**src/rtl/uart_row_packet_rx.sv**
```systemverilog
// uart_row_packet_rx
// Parses framed row packets from the UART receive byte stream:
//   Y address bytes (big-endian), PAYLOAD pixel bytes, optional XOR
//   checksum byte, stop byte. Payload bytes are written to the frame
//   buffer. One answer byte per received byte is queued for the
//   transmitter, plus a two-byte incomplete-packet report when the gap
//   between bytes reaches TIMEOUT clock cycles.
//
// Ports
//   clk        system clock
//   rst        synchronous, active-high reset
//   rx_data    received byte, valid while rx_valid is high
//   rx_valid   one-cycle strobe from the receiver
//   ans_data   answer byte (first-word fall-through FIFO head)
//   ans_valid  answer available
//   ans_ready  transmitter accepts; transfer on ans_valid & ans_ready
//   wr_en      frame-buffer write strobe (registered)
//   wr_row     row address of the write
//   wr_col     column index of the write
//   wr_data    pixel byte of the write
//   row_done   one-cycle pulse, packet accepted
//   ans_ovf    sticky, an answer was dropped because the FIFO was full
//   dbg_state  current parser state (state_t encoding)
//
// Answer handshake: ans_data/ans_valid describe the FIFO head; a byte
// leaves the FIFO on every rising edge where ans_valid & ans_ready are
// both high, and ans_data does not change while ans_valid & !ans_ready.
module uart_row_packet_rx #(
    parameter int          Y_BYTES               = 2,
    parameter int          PAYLOAD               = 240,
    parameter int          CHK_EN                = 0,
    parameter int          TIMEOUT               = 100_000,
    parameter logic [7:0]  END_WORD              = 8'hDD,
    parameter logic [7:0]  ANSWER_CODE_TAKE_ROW  = 8'hCC,
    parameter logic [7:0]  ANSWER_CODE           = 8'hAA,
    parameter logic [7:0]  SUCCESSFULLY_RECEIVED = 8'hFF,
    parameter logic [7:0]  NOT_ALL_RECEIVED      = 8'h11,
    parameter logic [7:0]  ERROR_CODE            = 8'hEE,
    localparam int         ROW_W                 = 8 * Y_BYTES,
    localparam int         COL_W                 = (PAYLOAD > 1) ? $clog2(PAYLOAD) : 1
) (
    input  logic             clk,
    input  logic             rst,
    input  logic [7:0]       rx_data,
    input  logic             rx_valid,
    output logic [7:0]       ans_data,
    output logic             ans_valid,
    input  logic             ans_ready,
    output logic             wr_en,
    output logic [ROW_W-1:0] wr_row,
    output logic [COL_W-1:0] wr_col,
    output logic [7:0]       wr_data,
    output logic             row_done,
    output logic             ans_ovf,
    output logic [2:0]       dbg_state
);

    localparam int TOTAL = Y_BYTES + PAYLOAD + CHK_EN + 1;
    localparam int RCV_W = $clog2(TOTAL + 1);
    localparam int TMO_W = $clog2(TIMEOUT + 1);

    // S_RPT is the second cycle of the timeout report (count byte); a byte
    // arriving in that single cycle is not parsed.
    typedef enum logic [2:0] {
        S_IDLE = 3'd0,
        S_HDR  = 3'd1,
        S_PAY  = 3'd2,
        S_CHK  = 3'd3,
        S_STOP = 3'd4,
        S_RPT  = 3'd5
    } state_t;

    state_t           state_q, state_d;
    logic [ROW_W-1:0] row_q, row_d;
    logic [COL_W-1:0] col_q, col_d;
    logic [RCV_W-1:0] rcv_q, rcv_d;
    logic [7:0]       chk_q, chk_d;
    logic             chk_ok_q, chk_ok_d;
    logic [TMO_W-1:0] tmo_q, tmo_d;
    logic             push_q, push_d;
    logic [7:0]       push_data_q, push_data_d;
    logic             wr_en_q, wr_en_d;
    logic [ROW_W-1:0] wr_row_q, wr_row_d;
    logic [COL_W-1:0] wr_col_q, wr_col_d;
    logic [7:0]       wr_data_q, wr_data_d;
    logic             row_done_q, row_done_d;

    logic             active;
    logic             timeout;
    logic [15:0]      remaining;
    logic [7:0]       rpt_byte;

    assign active    = (state_q == S_HDR) || (state_q == S_PAY) ||
                       (state_q == S_CHK) || (state_q == S_STOP);
    // Fires one cycle before the counter would read TIMEOUT so the first
    // report byte is pushed on the cycle the count is reached.
    assign timeout   = active && !rx_valid && (tmo_q == TMO_W'(TIMEOUT - 1));
    assign remaining = 16'(TOTAL) - 16'(rcv_q);
    assign rpt_byte  = (remaining > 16'd255) ? 8'hFF : remaining[7:0];

    always_comb begin
        state_d     = state_q;
        row_d       = row_q;
        col_d       = col_q;
        rcv_d       = rcv_q;
        chk_d       = chk_q;
        chk_ok_d    = chk_ok_q;
        tmo_d       = (active && !rx_valid) ? tmo_q + 1'b1 : '0;
        push_d      = 1'b0;
        push_data_d = '0;
        wr_en_d     = 1'b0;
        wr_row_d    = wr_row_q;
        wr_col_d    = wr_col_q;
        wr_data_d   = wr_data_q;
        row_done_d  = 1'b0;

        case (state_q)
            S_IDLE: begin
                if (rx_valid) begin
                    row_d       = ROW_W'(rx_data);
                    chk_d       = '0;
                    chk_ok_d    = 1'b0;
                    col_d       = '0;
                    rcv_d       = RCV_W'(1);
                    push_d      = 1'b1;
                    push_data_d = ANSWER_CODE_TAKE_ROW;
                    state_d     = (Y_BYTES == 1) ? S_PAY : S_HDR;
                end
            end
            S_HDR: begin
                if (rx_valid) begin
                    row_d       = (row_q << 8) | ROW_W'(rx_data);
                    rcv_d       = rcv_q + 1'b1;
                    push_d      = 1'b1;
                    push_data_d = ANSWER_CODE_TAKE_ROW;
                    if (rcv_q == RCV_W'(Y_BYTES - 1)) begin
                        state_d = S_PAY;
                    end
                end
            end
            S_PAY: begin
                if (rx_valid) begin
                    wr_en_d     = 1'b1;
                    wr_row_d    = row_q;
                    wr_col_d    = col_q;
                    wr_data_d   = rx_data;
                    chk_d       = chk_q ^ rx_data;
                    rcv_d       = rcv_q + 1'b1;
                    push_d      = 1'b1;
                    push_data_d = ANSWER_CODE;
                    if (col_q == COL_W'(PAYLOAD - 1)) begin
                        state_d = (CHK_EN != 0) ? S_CHK : S_STOP;
                    end else begin
                        col_d = col_q + 1'b1;
                    end
                end
            end
            S_CHK: begin
                if (rx_valid) begin
                    rcv_d       = rcv_q + 1'b1;
                    chk_ok_d    = (rx_data == chk_q);
                    push_d      = 1'b1;
                    push_data_d = (rx_data == chk_q) ? ANSWER_CODE : ERROR_CODE;
                    state_d     = S_STOP;
                end
            end
            S_STOP: begin
                if (rx_valid) begin
                    push_d  = 1'b1;
                    state_d = S_IDLE;
                    if ((rx_data == END_WORD) && (chk_ok_q || (CHK_EN == 0))) begin
                        push_data_d = SUCCESSFULLY_RECEIVED;
                        row_done_d  = 1'b1;
                    end else begin
                        push_data_d = ERROR_CODE;
                    end
                end
            end
            S_RPT: begin
                push_d      = 1'b1;
                push_data_d = rpt_byte;
                state_d     = S_IDLE;
            end
            default: state_d = S_IDLE;
        endcase

        // Only reachable without rx_valid, so it never competes with a byte.
        if (timeout) begin
            push_d      = 1'b1;
            push_data_d = NOT_ALL_RECEIVED;
            state_d     = S_RPT;
        end
    end

    always_ff @(posedge clk) begin
        if (rst) begin
            state_q     <= S_IDLE;
            row_q       <= '0;
            col_q       <= '0;
            rcv_q       <= '0;
            chk_q       <= '0;
            chk_ok_q    <= 1'b0;
            tmo_q       <= '0;
            push_q      <= 1'b0;
            push_data_q <= '0;
            wr_en_q     <= 1'b0;
            wr_row_q    <= '0;
            wr_col_q    <= '0;
            wr_data_q   <= '0;
            row_done_q  <= 1'b0;
        end else begin
            state_q     <= state_d;
            row_q       <= row_d;
            col_q       <= col_d;
            rcv_q       <= rcv_d;
            chk_q       <= chk_d;
            chk_ok_q    <= chk_ok_d;
            tmo_q       <= tmo_d;
            push_q      <= push_d;
            push_data_q <= push_data_d;
            wr_en_q     <= wr_en_d;
            wr_row_q    <= wr_row_d;
            wr_col_q    <= wr_col_d;
            wr_data_q   <= wr_data_d;
            row_done_q  <= row_done_d;
        end
    end

    // Answer FIFO: 4 x 8, first-word fall-through. A push into a full FIFO
    // still lands when a pop happens on the same edge.
    logic [7:0] mem_q [4];
    logic [1:0] wp_q, rp_q;
    logic [2:0] cnt_q;
    logic       ovf_q;
    logic       pop;
    logic       full;
    logic       do_push;

    assign pop     = (cnt_q != 3'd0) && ans_ready;
    assign full    = (cnt_q == 3'd4);
    assign do_push = push_q && (!full || pop);

    always_ff @(posedge clk) begin
        if (rst) begin
            for (int i = 0; i < 4; i++) begin
                mem_q[i] <= '0;
            end
            wp_q  <= '0;
            rp_q  <= '0;
            cnt_q <= '0;
            ovf_q <= 1'b0;
        end else begin
            if (do_push) begin
                mem_q[wp_q] <= push_data_q;
                wp_q        <= wp_q + 1'b1;
            end
            if (pop) begin
                rp_q <= rp_q + 1'b1;
            end
            case ({do_push, pop})
                2'b10:   cnt_q <= cnt_q + 1'b1;
                2'b01:   cnt_q <= cnt_q - 1'b1;
                default: cnt_q <= cnt_q;
            endcase
            if (push_q && !do_push) begin
                ovf_q <= 1'b1;
            end
        end
    end

    assign ans_data  = mem_q[rp_q];
    assign ans_valid = (cnt_q != 3'd0);
    assign ans_ovf   = ovf_q;
    assign wr_en     = wr_en_q;
    assign wr_row    = wr_row_q;
    assign wr_col    = wr_col_q;
    assign wr_data   = wr_data_q;
    assign row_done  = row_done_q;
    assign dbg_state = state_q;

endmodule
```
**config.mk**
```make
export PLATFORM = sky130hd
export DESIGN_NAME = uart_row_packet_rx
export DESIGN_NICKNAME = d
export VERILOG_FILES = /design/src/rtl/uart_row_packet_rx.sv
export SDC_FILE = /design/constraint.sdc
export NUM_CORES = 1
export LEC_CHECK = 0
export CAP_MARGIN = 10
export CORE_UTILIZATION = 25
export DETAILED_ROUTE_END_ITERATION = 10
export HOLD_SLACK_MARGIN = 0.1
export PLACE_DENSITY = 0.49
export SLEW_MARGIN = 20
export SYNTH_ARGS = -nofsm -noshare
export SYNTH_HDL_FRONTEND = slang
export SYNTH_SLANG_ARGS = --single-unit
```
**constraint.sdc**
```tcl
create_clock -name clk -period 2.1 [get_ports clk]
set_input_delay 0.21 -clock clk [delete_from_list [all_inputs] [get_ports clk]]
set_output_delay 0.21 -clock clk [all_outputs]
set_load 0.005 [all_outputs]
```
==> qor_table.md <==
| Group | Parameter | This run |
| --- | --- | --- |
| run status | Result of the run | complete, no violations |
| finish | Net count of the finished layout | 780 |
| sta | Timing-limited maximum frequency | 0.4926 GHz |
| synth | Average size of a mapped cell | 9.395 µm² |
| die | Starting density of the core | 0.2550 |
| clock network | CTS hold repair buffers | 0 |
| detailed routing | Vias per cell | 4.500 |
| die | Die Width | 159.5 µm |
| power | Internal power | 0.005367 W |
| sta | Slew of the pin with the lowest slew margin | 0.7357 ns |
| worst setup path | Nature of the critical path startpoint | flip-flop |
| global route | Overall track demand over capacity in global routing | 0.1202 |
| clock network | Number of buffers created by CTS | 17 |
| worst setup path | Largest fanout on the critical path | 8 |
| detailed routing | Number of nets with antenna violations after routing | 0 |
| power | Clk pwr share | 0.464 |
| synth | Combined area of all synthesized cells | 6201 µm² |
| finish | Count of placed standard cells in the final layout, fillers left out | 1,098 |
| clock network | Clock tree from TritonCTS | yes |
| detailed routing | Violation count after the first detailed-route iteration | 247 |
| worst setup path | Start of the worst register-to-register path | cnt_q[1] |
| run | Maxcap violations | 0 |
| worst setup path | Arrival time reported for the critical path endpoint | 1.82 ns |
| power | Net switching power | 0.001663 W |
| clock network | Max H-tree Level | 4 |
| finish | End-of-flow core utilization | 0.3345 |
| min path | Worst Hold Launch | rst |
| detailed routing | DRT Pass-1 Iters | 4 |
| worst setup path | Critical setup path kind | reg2out |
| detailed routing | DRC Markers | 0 |
| power | Register share of total power | 0.429 |
| global route | Initial antenna violation count | 1 |
| sta | Setup-failing EPs final | 0 |
| global route | Maximum number of pins on one net before global-route repair | 35 |
| synth | Proportion of synthesized chip area in sequential cells | 0.5198 |
| clock network | Maximum root-to-sink buffer count | 2 |
| detailed routing | Total number of vias | 4,941 |
| die | Top-Level Pins | 59 |
| finish | Share of final-layout standard cells stronger than drive strength 1 | 0.1473 |
| place | Number of placed instances with taps included | 1,062 |
| sta | Final min period | 2.030 ns |
| synth | Predominant post-synthesis flop cell | sky130_fd_sc_hd__dfxtp_1 |
| min path | Worst Hold Class | in2reg |
| global route | Overflow after GRT | 0 |
| sta | Final max-slew violation count | 0 |
| sta | Final Hold Fails | 0 |
| synth | Synthesis-stage register bit count | 145 |
| detailed routing | Detailed-route wire length | 14.57 mm |
| power | Leak | 2.896 nW |
| worst setup path | Worst path required time | 1.89 ns |
| synth | Instance count of the mapped netlist | 660 |
| sta | Total Negative Setup Slacks | 0 ns |
| global route | First-pass GRT wire length | 24.70 mm |
| detailed routing | Drt wl/cell | 13.27 µm |
| clock network | CTS clk-pin slew, worst paths | 0.06 ns |
| clock network | Clk Latency, worst-skew pair | 0.42 ns |
| power | Switching portion of total power | 0.2365 |
| finish | Fillcell total | 2,513 |
| synth | Distinct cells, synth | 62 |
| place | HPWL after DPL | 10.30 mm |
| sta | Part of the cycle the worst path needs | 0.9668 |
| synth | EDFF count, synth | 32 |
| synth | Async SR Flop Fraction | 0 |
| worst setup path | Nature of the critical path endpoint | output port |
| die | Overall die area | 25,440 µm² |
| power | Combinational cell fraction of total power | 0.108 |
| clock network | Root buffer cell | sky130_fd_sc_hd__clkbuf_16 |
| place | Port bufs | 58 |
| die | Floorplan row count | 57 |
| finish | Area growth from synthesis to final layout | 31.17% |
| die | Die H | 159.5 µm |
| power | Power density of the placed cells | 864.2 nW/µm² |
| power | VDD IR max | 469.5 µV |
| die | Area inside the core boundary | 24,320 µm² |
| synth | Count of warnings emitted by yosys | 0 |
| sta | Worst relative slew slack | 0.5066 |
| sta | RSZ-0062 raised after global routing | no |
| synth | Net count after synthesis | 679 |
| global route | Vias in the first global route | 4,846 |
| place | Last weighted congestion value of the routability-driven placer | 0.7639 |
| clock network | Clk sink count | 145 |
| finish | Antenna diode count | 0 |
| sta | Skew final | 0.01341 ns |
## what timing repair did
item | CTS | global route
buffers inserted | 0 | 4
gates resized for setup | 3 | 2
setup endpoints to repair | 8 | 6
## layout by cell type (no fill, tap or decap), drive strengths merged, types with 4 or more instances in the layout
master         Yosys  final
a21oi             61     61
a31oi              6      6
and2              20     20
and3              22     22
and4b              4      4
buf               14     58
bufinv             0      4
clkbuf            19     18
clkdlybuf4s50      0     53
dfxtp            113    113
edfxtp            32     32
ha                 6      6
inv               13     19
mux4               8      8
nand2            118    118
nand3             22     22
nand4             10     10
nor2              47     47
nor2b              4      4
nor3              14     14
nor4               5      5
o21ai             33     33
or3                6      6
xnor2             23     23
xor2              13     13
## power groups by stage
stage          Sequential (W)  Clock [W]  Combinational, W
2_1_floorplan         0.00305          0          0.000404
3_3_place_gp          0.00308          0          0.000728
3_5_place_dp          0.00307          0          0.000733
4_1_cts               0.00301    0.00333          0.000733
5_1_grt               0.00303    0.00346          0.000832
6_report              0.00301    0.00326          0.000757
## flip-flops by register name, summed over array words and instances (netlist names), 2 cells and up, named ones only
register / count
rp_q: 2
row_q: 16
wr_col: 8
wp_q: 2
mem_q: 32
cnt_q: 3
rcv_q: 8
wr_data: 8
wr_row: 16
col_q: 8
push_data_q: 8
tmo_q: 17
chk_q: 8
dbg_state: 3
## worst max-delay path, cell delays in order (launching register included)
cell,delay (ns)
sky130_fd_sc_hd__dfxtp_1,0.32
sky130_fd_sc_hd__buf_6,0.14
sky130_fd_sc_hd__mux4_2,0.49
sky130_fd_sc_hd__clkdlybuf4s50_1,0.45
## final timing paths
| path | cells after the start | slack [ns] | to |
|---|---|---|---|
| worst max-delay path | 3 | 0.07 | ans_data[1] |
| worst min-delay path | 2 | 0.17 | dbg_state[2] |
| worst max register to register | 7 | 0.29 | cnt_q[2] |
| worst min register to register | 2 | 0.45 | wr_row[10] |
## layout make-up
type / count / area, µm² / share of cell area
Clock inverter: 14 / 200.2 / 0.02461
Timing Repair Buffer: 115 / 1022 / 0.1257
Tap cell: 324 / 405.4 / 0.04984
Clock buffer: 18 / 429.2 / 0.05276
Inverter: 13 / 48.80 / 0.005999
Multi-Input combinational cell: 469 / 2805 / 0.3449
Sequential cell: 145 / 3223 / 0.3962
## per-layer routing
metal  vias to the layer above  global-route usage  part of all wire
li1                       2519                   -                 -
met1                      2324              0.1658              0.51
met2                        82              0.1804              0.44
met3                        14             0.03595             0.043
met4                         2             0.03453             0.010
met5                         -                   0           0.00089
## synth_stat cells (3+ instances only)
library cell / instances / area (µm²)
sky130_fd_sc_hd__edfxtp_1: 32 / 960.9
sky130_fd_sc_hd__o21a_1: 3 / 22.52
sky130_fd_sc_hd__clkbuf_1: 19 / 71.32
sky130_fd_sc_hd__nand2_1: 117 / 439.2
sky130_fd_sc_hd__o21ai_0: 33 / 165.2
sky130_fd_sc_hd__nand3_1: 22 / 110.1
sky130_fd_sc_hd__nor2b_1: 4 / 25.02
sky130_fd_sc_hd__xor2_1: 13 / 113.9
sky130_fd_sc_hd__nor2_1: 46 / 172.7
sky130_fd_sc_hd__nor3_1: 13 / 65.06
sky130_fd_sc_hd__and2_1: 20 / 125.1
sky130_fd_sc_hd__ha_1: 6 / 75.07
sky130_fd_sc_hd__nand4_1: 10 / 62.56
sky130_fd_sc_hd__nand2b_1: 3 / 18.77
sky130_fd_sc_hd__xnor2_1: 23 / 201.4
sky130_fd_sc_hd__inv_1: 13 / 48.80
sky130_fd_sc_hd__dfxtp_1: 113 / 2262
sky130_fd_sc_hd__nor4_1: 4 / 25.02
sky130_fd_sc_hd__mux4_2: 8 / 180.2
sky130_fd_sc_hd__and4b_1: 4 / 40.04
sky130_fd_sc_hd__or3_1: 6 / 37.54
sky130_fd_sc_hd__and3_1: 21 / 131.4
sky130_fd_sc_hd__a31oi_1: 5 / 31.28
sky130_fd_sc_hd__buf_2: 13 / 65.06
sky130_fd_sc_hd__or2_2: 3 / 18.77
sky130_fd_sc_hd__a21oi_1: 61 / 305.3
## kinds of logic (layout without fill, tap and decap cells)
group                    Yosys count  after routing  synth area share
AND/OR/NAND/NOR                  293            293            0.2349
flip-flops                       145            145            0.5198
AO/OA/AOI/OAI                    123            123            0.1162
buffers and inverters             46            160           0.03047
XOR/XNOR                          36             36           0.05085
multiplexers                      10             10           0.03249
adder cells (fa/ha/maj)            7              7           0.01533
## through the flow
stage / hold slack, ns / total power [W] / setup slack, ns / instance area (µm²)
after detailed placement: 0.4453 / 0.003807 / -0.1486 / 7463
after floorplan: 0.3460 / 0.003458 / 0.3403 / 6201
after CTS: 0.1444 / 0.007079 / 0.006017 / 8094
after global routing: 0.1732 / 0.007319 / 0.002101 / 8134
after global placement: 0.4432 / 0.003803 / -0.1009 / 7463
final: 0.1659 / 0.007029 / 0.06979 / 8134
(Power assumes the default switching activity.)
